===== src/rtl/iic_slave_regs.sv =====
`default_nettype none
// ============================================================================
// Module      : iic_slave_regs
// Description : I2C target answering one 7-bit address, backed by a byte-wide
//               register file that is also reachable from a parallel host port.
// Revision    : 1.0 - initial release
// ============================================================================
module iic_slave_regs #(
    parameter logic [6:0] DEV_ADDR = 7'h38,
    parameter int         NREG     = 16,
    parameter int         FILTER   = 3
) (
    input  logic       clk,
    input  logic       rst,
    input  logic       scl_i,
    input  logic       sda_i,
    output logic       sda_o,
    output logic       sda_t,
    input  logic       host_we,
    input  logic [7:0] host_addr,
    input  logic [7:0] host_wdata,
    output logic [7:0] host_rdata,
    output logic       wr_stb,
    output logic [7:0] wr_addr,
    output logic [7:0] wr_data,
    output logic       busy
);

    localparam int PW = (NREG > 1) ? $clog2(NREG) : 1;
    localparam int CW = $clog2(FILTER + 1);

    typedef enum logic [3:0] {
        S_IDLE      = 4'd0,
        S_ADDR      = 4'd1,
        S_ADDR_ACK  = 4'd2,
        S_PTR       = 4'd3,
        S_PTR_ACK   = 4'd4,
        S_WDATA     = 4'd5,
        S_WDATA_ACK = 4'd6,
        S_RDATA     = 4'd7,
        S_RDATA_ACK = 4'd8
    } state_t;

    // Line index 0 is SCL, index 1 is SDA.
    logic [1:0]    r_sync1;
    logic [1:0]    r_sync2;
    logic [1:0]    r_filt;
    logic [1:0]    r_filt_d;
    logic [CW-1:0] r_fcnt [2];

    state_t        r_state;
    logic [3:0]    r_bitcnt;
    logic [7:0]    r_shift;
    logic [PW-1:0] r_ptr;
    logic          r_rw;
    logic          r_ackph;
    logic          r_sda_t;
    logic          r_busy;
    logic          r_wr_stb;
    logic [7:0]    r_wr_addr;
    logic [7:0]    r_wr_data;
    logic [7:0]    r_regs [NREG];
    logic [7:0]    r_host_rdata;

    logic          w_scl, w_scl_d, w_sda, w_sda_d;
    logic          w_rise, w_fall, w_start, w_stop;
    logic          w_last;
    logic [7:0]    w_byte;
    logic [7:0]    w_cur;
    logic [PW-1:0] w_host_idx;
    logic          w_bus_we;

    assign w_scl   = r_filt[0];
    assign w_sda   = r_filt[1];
    assign w_scl_d = r_filt_d[0];
    assign w_sda_d = r_filt_d[1];

    assign w_rise  = w_scl & ~w_scl_d;
    assign w_fall  = ~w_scl & w_scl_d;
    // Bus conditions require SCL high on both samples so an SDA change that
    // coincides with an SCL edge is never mistaken for START/STOP.
    assign w_start = w_scl & w_scl_d & w_sda_d & ~w_sda;
    assign w_stop  = w_scl & w_scl_d & ~w_sda_d & w_sda;

    assign w_last     = (r_bitcnt == 4'd7);
    assign w_byte     = {r_shift[6:0], w_sda};
    assign w_cur      = r_regs[r_ptr];
    assign w_host_idx = PW'(host_addr & 8'(NREG - 1));
    assign w_bus_we   = (r_state == S_WDATA) & w_rise & w_last & ~w_start & ~w_stop;

    assign sda_o      = 1'b0;
    assign sda_t      = r_sda_t;
    assign busy       = r_busy;
    assign wr_stb     = r_wr_stb;
    assign wr_addr    = r_wr_addr;
    assign wr_data    = r_wr_data;
    assign host_rdata = r_host_rdata;

    // Two-flop synchronizer followed by a FILTER-sample debounce per line.
    always_ff @(posedge clk) begin
        if (rst) begin
            r_sync1  <= 2'b11;
            r_sync2  <= 2'b11;
            r_filt   <= 2'b11;
            r_filt_d <= 2'b11;
            r_fcnt[0] <= '0;
            r_fcnt[1] <= '0;
        end else begin
            r_sync1  <= {sda_i, scl_i};
            r_sync2  <= r_sync1;
            r_filt_d <= r_filt;
            for (int i = 0; i < 2; i++) begin
                if (r_sync2[i] == r_filt[i]) begin
                    r_fcnt[i] <= '0;
                end else if (r_fcnt[i] == CW'(FILTER - 1)) begin
                    r_filt[i] <= r_sync2[i];
                    r_fcnt[i] <= '0;
                end else begin
                    r_fcnt[i] <= r_fcnt[i] + CW'(1);
                end
            end
        end
    end

    // Register file: host write first so a same-index bus write overrides it.
    always_ff @(posedge clk) begin
        if (rst) begin
            for (int i = 0; i < NREG; i++) begin
                r_regs[i] <= '0;
            end
            r_host_rdata <= '0;
        end else begin
            if (host_we) begin
                r_regs[w_host_idx] <= host_wdata;
            end
            if (w_bus_we) begin
                r_regs[r_ptr] <= w_byte;
            end
            r_host_rdata <= r_regs[w_host_idx];
        end
    end

    // Protocol FSM: bits sampled on SCL rise, SDA drive updated on SCL fall.
    always_ff @(posedge clk) begin
        if (rst) begin
            r_state   <= S_IDLE;
            r_bitcnt  <= '0;
            r_shift   <= '0;
            r_ptr     <= '0;
            r_rw      <= 1'b0;
            r_ackph   <= 1'b0;
            r_sda_t   <= 1'b1;
            r_busy    <= 1'b0;
            r_wr_stb  <= 1'b0;
            r_wr_addr <= '0;
            r_wr_data <= '0;
        end else begin
            r_wr_stb <= 1'b0;
            if (w_start) begin
                // Pointer deliberately kept so a repeated START can read back.
                r_state  <= S_ADDR;
                r_bitcnt <= '0;
                r_ackph  <= 1'b0;
                r_sda_t  <= 1'b1;
            end else if (w_stop) begin
                r_state  <= S_IDLE;
                r_bitcnt <= '0;
                r_ackph  <= 1'b0;
                r_sda_t  <= 1'b1;
                r_busy   <= 1'b0;
            end else begin
                case (r_state)
                    S_IDLE: begin
                        r_sda_t <= 1'b1;
                    end

                    S_ADDR, S_PTR, S_WDATA: begin
                        if (w_rise) begin
                            r_shift  <= w_byte;
                            r_bitcnt <= r_bitcnt + 4'd1;
                            if (w_last) begin
                                r_bitcnt <= '0;
                                r_ackph  <= 1'b0;
                                case (r_state)
                                    S_ADDR: begin
                                        if (w_byte[7:1] == DEV_ADDR) begin
                                            r_rw    <= w_byte[0];
                                            r_busy  <= 1'b1;
                                            r_state <= S_ADDR_ACK;
                                        end else begin
                                            r_busy  <= 1'b0;
                                            r_state <= S_IDLE;
                                        end
                                    end
                                    S_PTR: begin
                                        r_ptr   <= w_byte[PW-1:0];
                                        r_state <= S_PTR_ACK;
                                    end
                                    default: begin
                                        r_wr_stb  <= 1'b1;
                                        r_wr_addr <= 8'(r_ptr);
                                        r_wr_data <= w_byte;
                                        r_ptr     <= r_ptr + PW'(1);
                                        r_state   <= S_WDATA_ACK;
                                    end
                                endcase
                            end
                        end
                    end

                    S_ADDR_ACK, S_PTR_ACK, S_WDATA_ACK: begin
                        // First fall: pull low for the 9th clock; second fall: release.
                        if (w_fall) begin
                            if (!r_ackph) begin
                                r_sda_t <= 1'b0;
                                r_ackph <= 1'b1;
                            end else begin
                                r_ackph  <= 1'b0;
                                r_bitcnt <= '0;
                                if (r_state == S_ADDR_ACK && r_rw) begin
                                    r_state <= S_RDATA;
                                    r_sda_t <= w_cur[7];
                                    r_shift <= {w_cur[6:0], 1'b0};
                                end else begin
                                    r_sda_t <= 1'b1;
                                    r_state <= (r_state == S_ADDR_ACK) ? S_PTR : S_WDATA;
                                end
                            end
                        end
                    end

                    S_RDATA: begin
                        if (w_rise) begin
                            r_bitcnt <= r_bitcnt + 4'd1;
                        end else if (w_fall) begin
                            if (r_bitcnt == 4'd8) begin
                                r_sda_t  <= 1'b1;
                                r_ptr    <= r_ptr + PW'(1);
                                r_bitcnt <= '0;
                                r_state  <= S_RDATA_ACK;
                            end else begin
                                r_sda_t <= r_shift[7];
                                r_shift <= {r_shift[6:0], 1'b0};
                            end
                        end
                    end

                    S_RDATA_ACK: begin
                        // r_bitcnt marks that the master's ACK bit has been sampled.
                        if (w_rise) begin
                            if (w_sda) begin
                                r_sda_t <= 1'b1;
                                r_busy  <= 1'b0;
                                r_state <= S_IDLE;
                            end else begin
                                r_bitcnt <= 4'd1;
                            end
                        end else if (w_fall && r_bitcnt == 4'd1) begin
                            r_bitcnt <= '0;
                            r_state  <= S_RDATA;
                            r_sda_t  <= w_cur[7];
                            r_shift  <= {w_cur[6:0], 1'b0};
                        end
                    end

                    default: begin
                        r_state <= S_IDLE;
                        r_sda_t <= 1'b1;
                    end
                endcase
            end
        end
    end

endmodule
`default_nettype wire


===== config.mk =====
export PLATFORM = sky130hd
export DESIGN_NAME = iic_slave_regs
export DESIGN_NICKNAME = d
export VERILOG_FILES = /design/src/rtl/iic_slave_regs.sv
export SDC_FILE = /design/constraint.sdc
export NUM_CORES = 1
export LEC_CHECK = 0
export BUFFER_PORTS_ARGS = -buffer_cell sky130_fd_sc_hd__buf_2
export CAP_MARGIN = 20
export CORE_MARGIN = 3
export CORE_UTILIZATION = 29
export CTS_BUF_LIST = sky130_fd_sc_hd__clkbuf_16
export CTS_CLUSTER_DIAMETER = 150
export DETAILED_ROUTE_END_ITERATION = 10
export GPL_ROUTABILITY_DRIVEN = 0
export SYNTH_ARGS = -nofsm -noshare
export SYNTH_HDL_FRONTEND = slang
export SYNTH_SLANG_ARGS = --single-unit

===== constraint.sdc =====
create_clock -name clk -period 2.65 [get_ports clk]
set_clock_uncertainty 0.2 [all_clocks]
set_input_delay 0 -clock clk [delete_from_list [all_inputs] [get_ports clk]]
set_output_delay 0 -clock clk [all_outputs]
set_load 0.05 [all_outputs]

Yosys cells after proc, flatten, opt, wreduce, memory -nomap -nowiden
Memory sizes are Yosys's and may differ from the RTL's. A register that Yosys moved wholly into a read port is not among the register bits.
Index checks and enable logic that the tools add are counted.
{"block": "totals", "regBits": 45, "ramBits": 132, "in_bits": 21, "out_inout_bits": 28, "wordCells": 240, "n_memories": 2}
{"block": "op_classes", "addsub": 4, "eq_ne": 48, "muxes": 113, "bitwise_logic": 30, "reduce_logical": 26}
{"memory": "r_regs", "depth": 16, "word_bits": 8, "read_ports": 2, "rd_clocked_by_memory_dff": 2, "write_ports": 16, "line_no": "62", "text": "logic [7:0] r_regs [NREG];"}
{"memory": "r_fcnt", "depth": 2, "word_bits": 2, "read_ports": 2, "rd_clocked_by_memory_dff": 0, "write_ports": 2, "line_no": "49", "text": "logic [CW-1:0] r_fcnt [2];"}
{"operator": "4-bit 2-to-1 mux", "n": 29}
{"operator": "8-bit 2-to-1 mux", "n": 11}
{"operator": "1-bit 2-to-1 mux", "n": 55}
{"operator": "3-bit != test (second input constant)", "n": 11}
{"operator": "8-bit case mux with 4 select lines", "n": 1}
{"operator": "4-bit != test (second input constant)", "n": 7}
{"operator": "2-bit != test (second input constant)", "n": 12}
{"operator": "4-bit case mux with 2 select lines", "n": 3}
{"operator": "4-bit by 3-bit equality test with 1-bit output (second input constant)", "n": 5}
{"operator": "4-bit case mux with 5 select lines", "n": 1}
{"operator": "10-bit AND reduction", "n": 2}
{"operator": "4-bit case mux with 4 select lines", "n": 1}
{"operator": "8-bit OR reduction", "n": 2}
{"operator": "2-bit 2-to-1 mux", "n": 7}
{"operator": "7-bit AND reduction", "n": 2}
{"operator": "1-bit NOT", "n": 13}
{"operator": "12-bit AND reduction", "n": 1}
{"operator": "6-bit AND reduction", "n": 2}
{"operator": "1-bit AND", "n": 11}
{"operator": "5-bit != test (second input constant)", "n": 2}
{"operator": "9-bit AND reduction", "n": 1}
{"operator": "3-bit OR reduction", "n": 3}
{"operator": "4-bit by 1-bit adder with 4-bit output (second input constant)", "n": 2}
{"operator": "4-bit by 1-bit equality test with 1-bit output (second input constant)", "n": 2}
{"operator": "20 further kinds", "n": 35}

Depth between registers and ports, before layout
Gate-level depths: netlist of run 1.
{"block": "depth", "depth_word": 11, "mapped_depth": 11, "ltp_nobuf": 7}

Least setup slack after synthesis of run 1
No wires, ideal clock.
{"block": "synth_path", "path_type": "register to register", "startpoint": "reg r_filt[0]", "endpoint": "mem r_regs[14][0] (enable)", "arrival_ps": 2115, "path_slack_ps": 7, "path_stages_with_launch": 10, "path_buffers": 4, "synth_period_minus_slack_ps": 2643, "cell_sequence": "dfxtp_1 > ha_1 > buf_2 > nand3b_1 > a2111oi_4 > buf_4 > buf_6 > and3_1 > clkbuf_1 > or3_1"}
{"element": "start, declared", "line_no": "47", "text": "logic [1:0] r_filt;"}
{"element": "start signal, assigned by index", "line_no": "116", "text": "r_filt[i] <= r_sync2[i];"}
{"element": "end, declared", "line_no": "62"}

==> metrics.txt, run 1 <==
crit path max fanout=20; Root Driver=clkbuf_16; sequential share of the synthesized area=44.9%; # IOs=49; Post-Synth Adder-Cell Area=1.32%; Final Cycle Share=96.3%; Register Area=0.00511 sq mm; overall power=6.53 mW; number of global-route vias before repair=8965; Port Buffer Count=39; Post-synth EDFFs=132; WHS Endpoint=r_regs[14][3]; CTS buffer count=17; fin cells=1704; P_leak=4.96 nW; core area=0.0381 sq mm; hold path depth=3; reg-to-reg critical path startpoint=r_filt[0]; initial antenna violation count=1; DP Area=0.0124 sq mm; Comb power frac=10.4%; PwrDens=497 mW/mm^2; Starting Density=29.8%; final instance area=0.0131 sq mm; Synth Instances=1133; Worst setup EP type=flip-flop; TNS Setup=0 ns; post-synthesis compound-gate area fraction=7.74%; reg-to-reg setup timing slack=0.1 ns; Crit Path Class=flip-flop to flip-flop; switching pwr=1.70 mW; Die W=204 microns; DR WL/cell=22.9 microns; Area contributors post-synth=edfxtp_1 35%, mux4_2 13%, dfxtp_1 10%; Detail Placement HPWL=27.4 mm; Required @ worst endpoint=2.55 ns; die area=0.0416 sq mm; status=finished, final reports clean; average size of a mapped cell=10.0 sq um; Max IR drop VDD=0.395 mV; Synth Area in XOR/XNOR=0.297%; sequential power share=52.6%; DR DRC count=0; Worst Hold Launch=host_wdata[3]; Total Wirelength=39.1 mm; Max Freq=392 MHz; post-route minimum period=2.55 ns; yosys warns=0; CTS tree=built; post-synthesis mux area share=16.6%; first-pass GRT wire length=58.1 mm; area leader, netlist=edfxtp_1; routed via count=9575; Slew Viols, Final=0; relative max-transition margin=50.5%; worst-margin pin slew=0.742 ns; r2r endpoint=r_regs[1][4]; clk slew on worst S/H paths=0.08 ns; post-synthesis simple-gate area fraction=24.0%; RSZ-0062 raised after global routing=false; Synth top area share=34.9%; post-synthesis cell type count=73; GRT overflow=0; Cell Rows=71; Async SR Flop Fraction=0%; die height=204 microns; Detailed Route Iter0 Violations=1240; final hold viol count=0; H-tree depth=4; Layout area overhead=15.7%; Post-Syn Area=0.0114 sq mm; internal power=4.83 mW; area occupied by multi-input gates=0.00576 sq mm; Worst Path Arrival=2.45 ns; Finish-stage setup viols=0; CTS max path bufs=2; share of cells above drive strength 1=22.6%; NumNets Final=1213; R2R depth=6; final core utilization=34.5%; Antenna Cells=0; # fillers=3777; crit start category=flip-flop; first drt pass iteration count=5; Sw Share=26.1%; number of synthesized register bits=189; worst skew pair latency=0.44 ns; Clk pwr share=37.0%; Placed Instances=1661; Synth Flop Type=edfxtp_1; max-cap viol count=0; largest net degree at the start of global routing=41; CTS Sinks=189; HP Class=primary input to flip-flop; main combinational cell family by area after synthesis=simple AND/OR/NAND/NOR gates; Via density=5.62; post-route ant nets=0; gr usage total=18.6%
[state kept, by name, summed over array words and instances, names as in the netlist, named ones only]
signal,count
busy,1
wr_stb,1
r_ptr,4
r_filt_d,2
r_sync2,2
r_shift,8
r_rw,1
r_regs,128
wr_addr,4
r_state,4
r_fcnt,4
r_ackph,1
r_filt,2
r_sync1,2
host_rdata,8
r_bitcnt,4
wr_data,8
sda_t,1
[worst max-delay path, stage by stage (launching register included)]
cell       delay, ns
dfxtp_1         0.40
ha_2            0.24
nand3b_1        0.22
a2111oi_4       0.32
clkbuf_16       0.29
and3_1          0.19
or3_1           0.33
[worst max path at each step]
stage                     cells past startpoint       endpoint      start  slack (ns)
after floorplan                               9  r_regs[14][0]  r_filt[0]       0.007
after global placement                        6   r_regs[5][2]  r_filt[0]        0.07
after detailed placement                      6   r_regs[5][3]  r_filt[0]        0.02
after CTS                                     6   r_regs[4][7]  r_filt[0]       0.004
after global routing                          6   r_regs[8][3]  r_filt[0]       0.004
final                                         6   r_regs[1][4]  r_filt[0]         0.1
[layout by cell type, fill, tap and decap left out, drive strengths merged, types with 14 or more instances in the layout]
master,synthesis,routed
or3,20,20
mux4,74,74
nor2b,14,14
buf,42,125
clkbuf,72,19
nand3,143,143
o21ai,38,38
nor2,34,34
nand2,271,271
and3,22,22
dfxtp,57,57
edfxtp,132,132
inv,15,23
a21oi,39,39
[timing repair]
item,CTS,global route
resized for setup,0,15
endpoints found under the setup margin,0,163
endpoints found under the hold margin,44,0
buffers inserted,0,1
hold buffers,9,0
[kinds of logic after synthesis]
group / after synthesis
fa+ha+maj: 12
simple gates: 574
buf+inv: 129
other cells: 2
mux: 90
flops: 189
xor+xnor: 3
compound gates: 134
[power groups by stage]
| stage | logic [mW] | registers, mW | clock network (mW) |
|---|---|---|---|
| floorplan | 0.400 | 3.44 | 0 |
| global placement | 0.646 | 3.49 | 0 |
| detailed placement | 0.654 | 3.48 | 0 |
| CTS | 0.665 | 3.42 | 2.44 |
| global route | 0.708 | 3.43 | 2.58 |
| finish | 0.681 | 3.43 | 2.41 |
[cell type report]
class | instances | share of cell area (%)
Tap cell | 511 | 4.87
Inverter | 15 | 0.429
Sequential cell | 189 | 38.9
Clock buffer | 18 | 3.43
Timing Repair Buffer | 135 | 7.85
Clock inverter | 14 | 0.724
Multi-Input combinational cell | 822 | 43.8
[per-layer routing]
layer  global-route usage [%]  vias to the layer above  wire length [microns]
li1                         -                     4231                      -
met5                        0                        -                     10
met1                     25.7                     4586                  15500
met2                     28.5                      644                  17300
met4                     7.50                        2                   1450
met3                     4.09                      112                   4870
[stage by stage]
stage / hold WS [ns] / setup WS, ns
after global placement: -0.0131 / 0.0710
after global routing: 0.00926 / 0.00436
after CTS: 0.000845 / 0.00418
after detailed placement: -0.0103 / 0.0235
after floorplan: -0.0962 / 0.00679
final: 0.0175 / 0.0970
[cells in the mapped netlist, drive strengths merged (3+ instances only)]
| library cell | count |
|---|---|
| a211oi | 5 |
| a21oi | 39 |
| a22oi | 9 |
| a311oi | 7 |
| a31oi | 7 |
| and2 | 13 |
| and3 | 22 |
| buf | 42 |
| clkbuf | 72 |
| dfxtp | 57 |
| edfxtp | 132 |
| ha | 12 |
| inv | 15 |
| mux2 | 13 |
| mux2i | 3 |
| mux4 | 74 |
| nand2 | 271 |
| nand2b | 6 |
| nand3 | 143 |
| nand3b | 4 |
| nand4 | 11 |
| nor2 | 34 |
| nor2b | 14 |
| nor3 | 9 |
| nor3b | 4 |
| nor4 | 3 |
| o21ai | 38 |
| o22ai | 4 |
| o31ai | 5 |
| or2 | 7 |
| or3 | 20 |
| or3b | 3 |
Note: power is estimated with default switching activity, not from simulation.
==> run 2: changes to the inputs <==
--- a/config.mk
+++ b/config.mk
@@ -5,6 +5,7 @@
 export SDC_FILE = /design/constraint.sdc
 export NUM_CORES = 1
 export LEC_CHECK = 0
+export ABC_AREA = 1
 export BUFFER_PORTS_ARGS = -buffer_cell sky130_fd_sc_hd__buf_2
 export CAP_MARGIN = 20
 export CORE_MARGIN = 3
==> run 2 against run 1 <==
Clock power rose by 8%. First-iteration DRC count rose by 15%. Die area fell by 3.4%. Combinational power rose to 5.5 times the previous value. Core utilization fell by 0.37 points. Sequential cell count did not move. Worst setup slack improved by 0.042 ns. Count of clock-buffer cells in the layout fell by 1.
==> metrics.txt, run 2 <==
status=finished, final reports clean; Worst Path Arrival=2.42 ns (-0.03 ns); sequential share of the synthesized area=46.6% (+1.6 points); largest reg by FF count=r_regs; yosys warns=0 (unchanged); Area contributors post-synth=edfxtp_1 36%, dfxtp_1 10%, nand3_1 10%; Layout area overhead=15.0%; max reg flops=128 (unchanged); core area=0.0370 sq mm (-3.0%); Finish-stage setup viols=0 (unchanged); PnR worst setup slack=0.139 ns (+0.0423 ns); Antenna Cells=0 (unchanged); Die W=200 microns (-1.7%); max-cap viol count=0 (unchanged); number of global-route vias before repair=9736 (+8.6%); final hold viol count=0 (unchanged); R2R depth=9 (+3); Async SR Flop Fraction=0% (unchanged); Final Cycle Share=94.7% (-1.6 points); TNS Setup=0 ns (unchanged); DR WL/cell=19.7 microns (-14%); Crit Path Class=flip-flop to flip-flop; Synth Instances=1349 (+19%); reg-to-reg critical path startpoint=r_filt[0]; Post-synth EDFFs=132 (unchanged); most frequent cells in the layout=224 x nand3_1, 190 x o21ai_0, 171 x nand2_1; r2r endpoint=r_regs[5][2]; Port Buffer Count=39 (unchanged); worst skew pair latency=0.46 ns (+0.02 ns); CTS Sinks=189 (unchanged); Synth top area share=36.2% (+1.3 points); most common cell after layout, fill and taps aside=nand3_1; Cell Rows=70 (-1.4%); average size of a mapped cell=8.12 sq um (-19%); Via density=5.43 (-3.3%); GRT overflow=0 (unchanged); crit start category=flip-flop; H-tree depth=4 (unchanged); Post-Syn Area=0.0110 sq mm (-3.5%); PwrDens=795 mW/mm^2 (+60%); post-synthesis cell type count=34 (-53%); Detail Placement HPWL=25.2 mm (-8.2%); Required @ worst endpoint=2.55 ns (about the same); CTS tree=built; CTS buffer count=17 (unchanged); hold path depth=3 (unchanged); first-pass GRT wire length=56.9 mm (-2.0%); crit path max fanout=8 (-60%); most frequent cells after synthesis=227 x nand3_1, 190 x o21ai_0, 175 x nand2_1; gr usage total=18.2% (-0.44 points); Slew Viols, Final=0 (unchanged); hold slack=0.0384 ns (+0.0209 ns); DR DRC count=0 (unchanged); WHS Endpoint=r_regs[5][6]; Root Driver=clkbuf_16; NumNets Final=1423 (+17%); post-route minimum period=2.51 ns (-0.0423 ns); top-count cell post-synth=nand3_1; share of cells above drive strength 1=11.7% (-11 points); worst-margin pin slew=0.931 ns (+0.190 ns); Total Wirelength=37.6 mm (-3.8%); first drt pass iteration count=9 (+4); final instance area=0.0126 sq mm (-4.1%); number of synthesized register bits=189 (unchanged); initial antenna violation count=1 (unchanged); Max IR drop VDD=0.567 mV (+44%); post-placement setup slack=0.158 ns (+0.134 ns); largest net degree at the start of global routing=79 (+93%); P_leak=4.63 nW (-6.6%); Starting Density=29.7% (-0.15 points); CTS max path bufs=2 (unchanged); routed via count=10400 (+8.2%); Detailed Route Iter0 Violations=1427 (+15%); # IOs=49 (unchanged); Worst Hold Launch=host_wdata[6]; # fillers=3849 (+1.9%); reg-to-reg setup timing slack=0.14 ns (+0.04 ns); Max Freq=398 MHz (+1.7%); Worst setup EP type=flip-flop; HP Class=primary input to flip-flop; die area=0.0402 sq mm (-3.4%); area leader, netlist=edfxtp_1; clk slew on worst S/H paths=0.08 ns (about the same); RSZ-0062 raised after global routing=false; DP Area=0.0118 sq mm (-4.9%); die height=200 microns (-1.7%); Synth Flop Type=edfxtp_1; relative max-transition margin=37.8% (-13 points); post-route ant nets=0 (unchanged)
==> run 2: changes by cell type after synthesis, sizes merged, moves of 18 or more <==
cell / change
o21ai: +161
nand3: +93
inv: +92
nand2: -92
nor2: +88
mux4: -74
o211ai: +67
a22oi: +23
and3: -21
or3: -20
clkbuf: -18
==> run 2: through the flow <==
step / instances / util, % / total power, mW
after floorplan: 1356 / - / 6.07
after CTS: 1905 / 33.9 / 9.93
after global routing: 1907 / 34.1 / 10.6
after global placement: 1859 / 31.9 / 7.30
after detailed placement: 1859 / 31.9 / 7.35
final: 1907 / 34.1 / 10.0
==> run 2: how the worst max path moves through the flow <==
stage           startpoint             to  slack (ns)  cells past startpoint
4_1_cts        r_bitcnt[1]  r_regs[11][5]        0.14                     10
2_1_floorplan    r_filt[0]  r_regs[10][0]        0.23                     10
5_1_grt        r_bitcnt[1]   r_regs[7][0]        0.01                     10
3_5_place_dp   r_bitcnt[1]  r_regs[11][5]        0.16                     10
6_report         r_filt[0]   r_regs[5][2]        0.14                      9
3_3_place_gp   r_bitcnt[1]   r_regs[3][4]        0.21                     12
==> run 2: cell type report <==
cell class	count	area, sq um	share of cell area, %
clock buffers	17	425	3.38
clock inverters	15	169	1.34
inverters	109	409	3.25
multi-input cells	959	5010	39.8
flip-flops and latches	189	5110	40.5
well taps	504	631	5.00
repair buffers	114	852	6.76
==> run 2: kinds of logic after synthesis <==
kind of cell	synth area share (%)
flip-flops	46.6
buffers and inverters	8.20
AO/OA/AOI/OAI	18.7
XOR/XNOR	0.160
other	0.0685
AND/OR/NAND/NOR	24.9
adder cells (fa/ha/maj)	1.37
==> run 2: report_power, final <==
part / leakage [nW] / total, mW / switching, mW / internal [mW]
clock network: 0.289 / 2.60 / 1.33 / 1.27
logic: 2.62 / 3.77 / 2.74 / 1.03
registers: 1.73 / 3.65 / 0.207 / 3.44
total: 4.63 / 10.0 / 4.27 / 5.75
==> run 2: routing by layer <==
layer  part of all wire (%)  vias up  GRT usage [%]
li1                       -     4839              -
met1                     43     4828           24.9
met2                     45      589           29.1
met3                    8.8      101           2.93
met4                    3.3        2           6.55
met5                  0.019        -              0
==> run 2: timing repair <==
| action | 4_1_cts | 5_1_grt |
|---|---|---|
| hold buffers | 14 | 0 |
| setup buffers | 0 | 1 |
| setup endpoints to repair | 0 | 72 |
| gates resized for setup | 0 | 8 |
| hold endpoints to repair | 67 | 0 |
==> run 2: critical path, stage by stage, from the launching register on <==
cell and delay (ns):
dfxtp_1 0.35, ha_1 0.25, nand3_2 0.11, nand2_2 0.10, nor2_2 0.16, nand2_2 0.09, nor2_4 0.20, clkbuf_16 0.23
nand3_1 0.11, nand3b_1 0.37
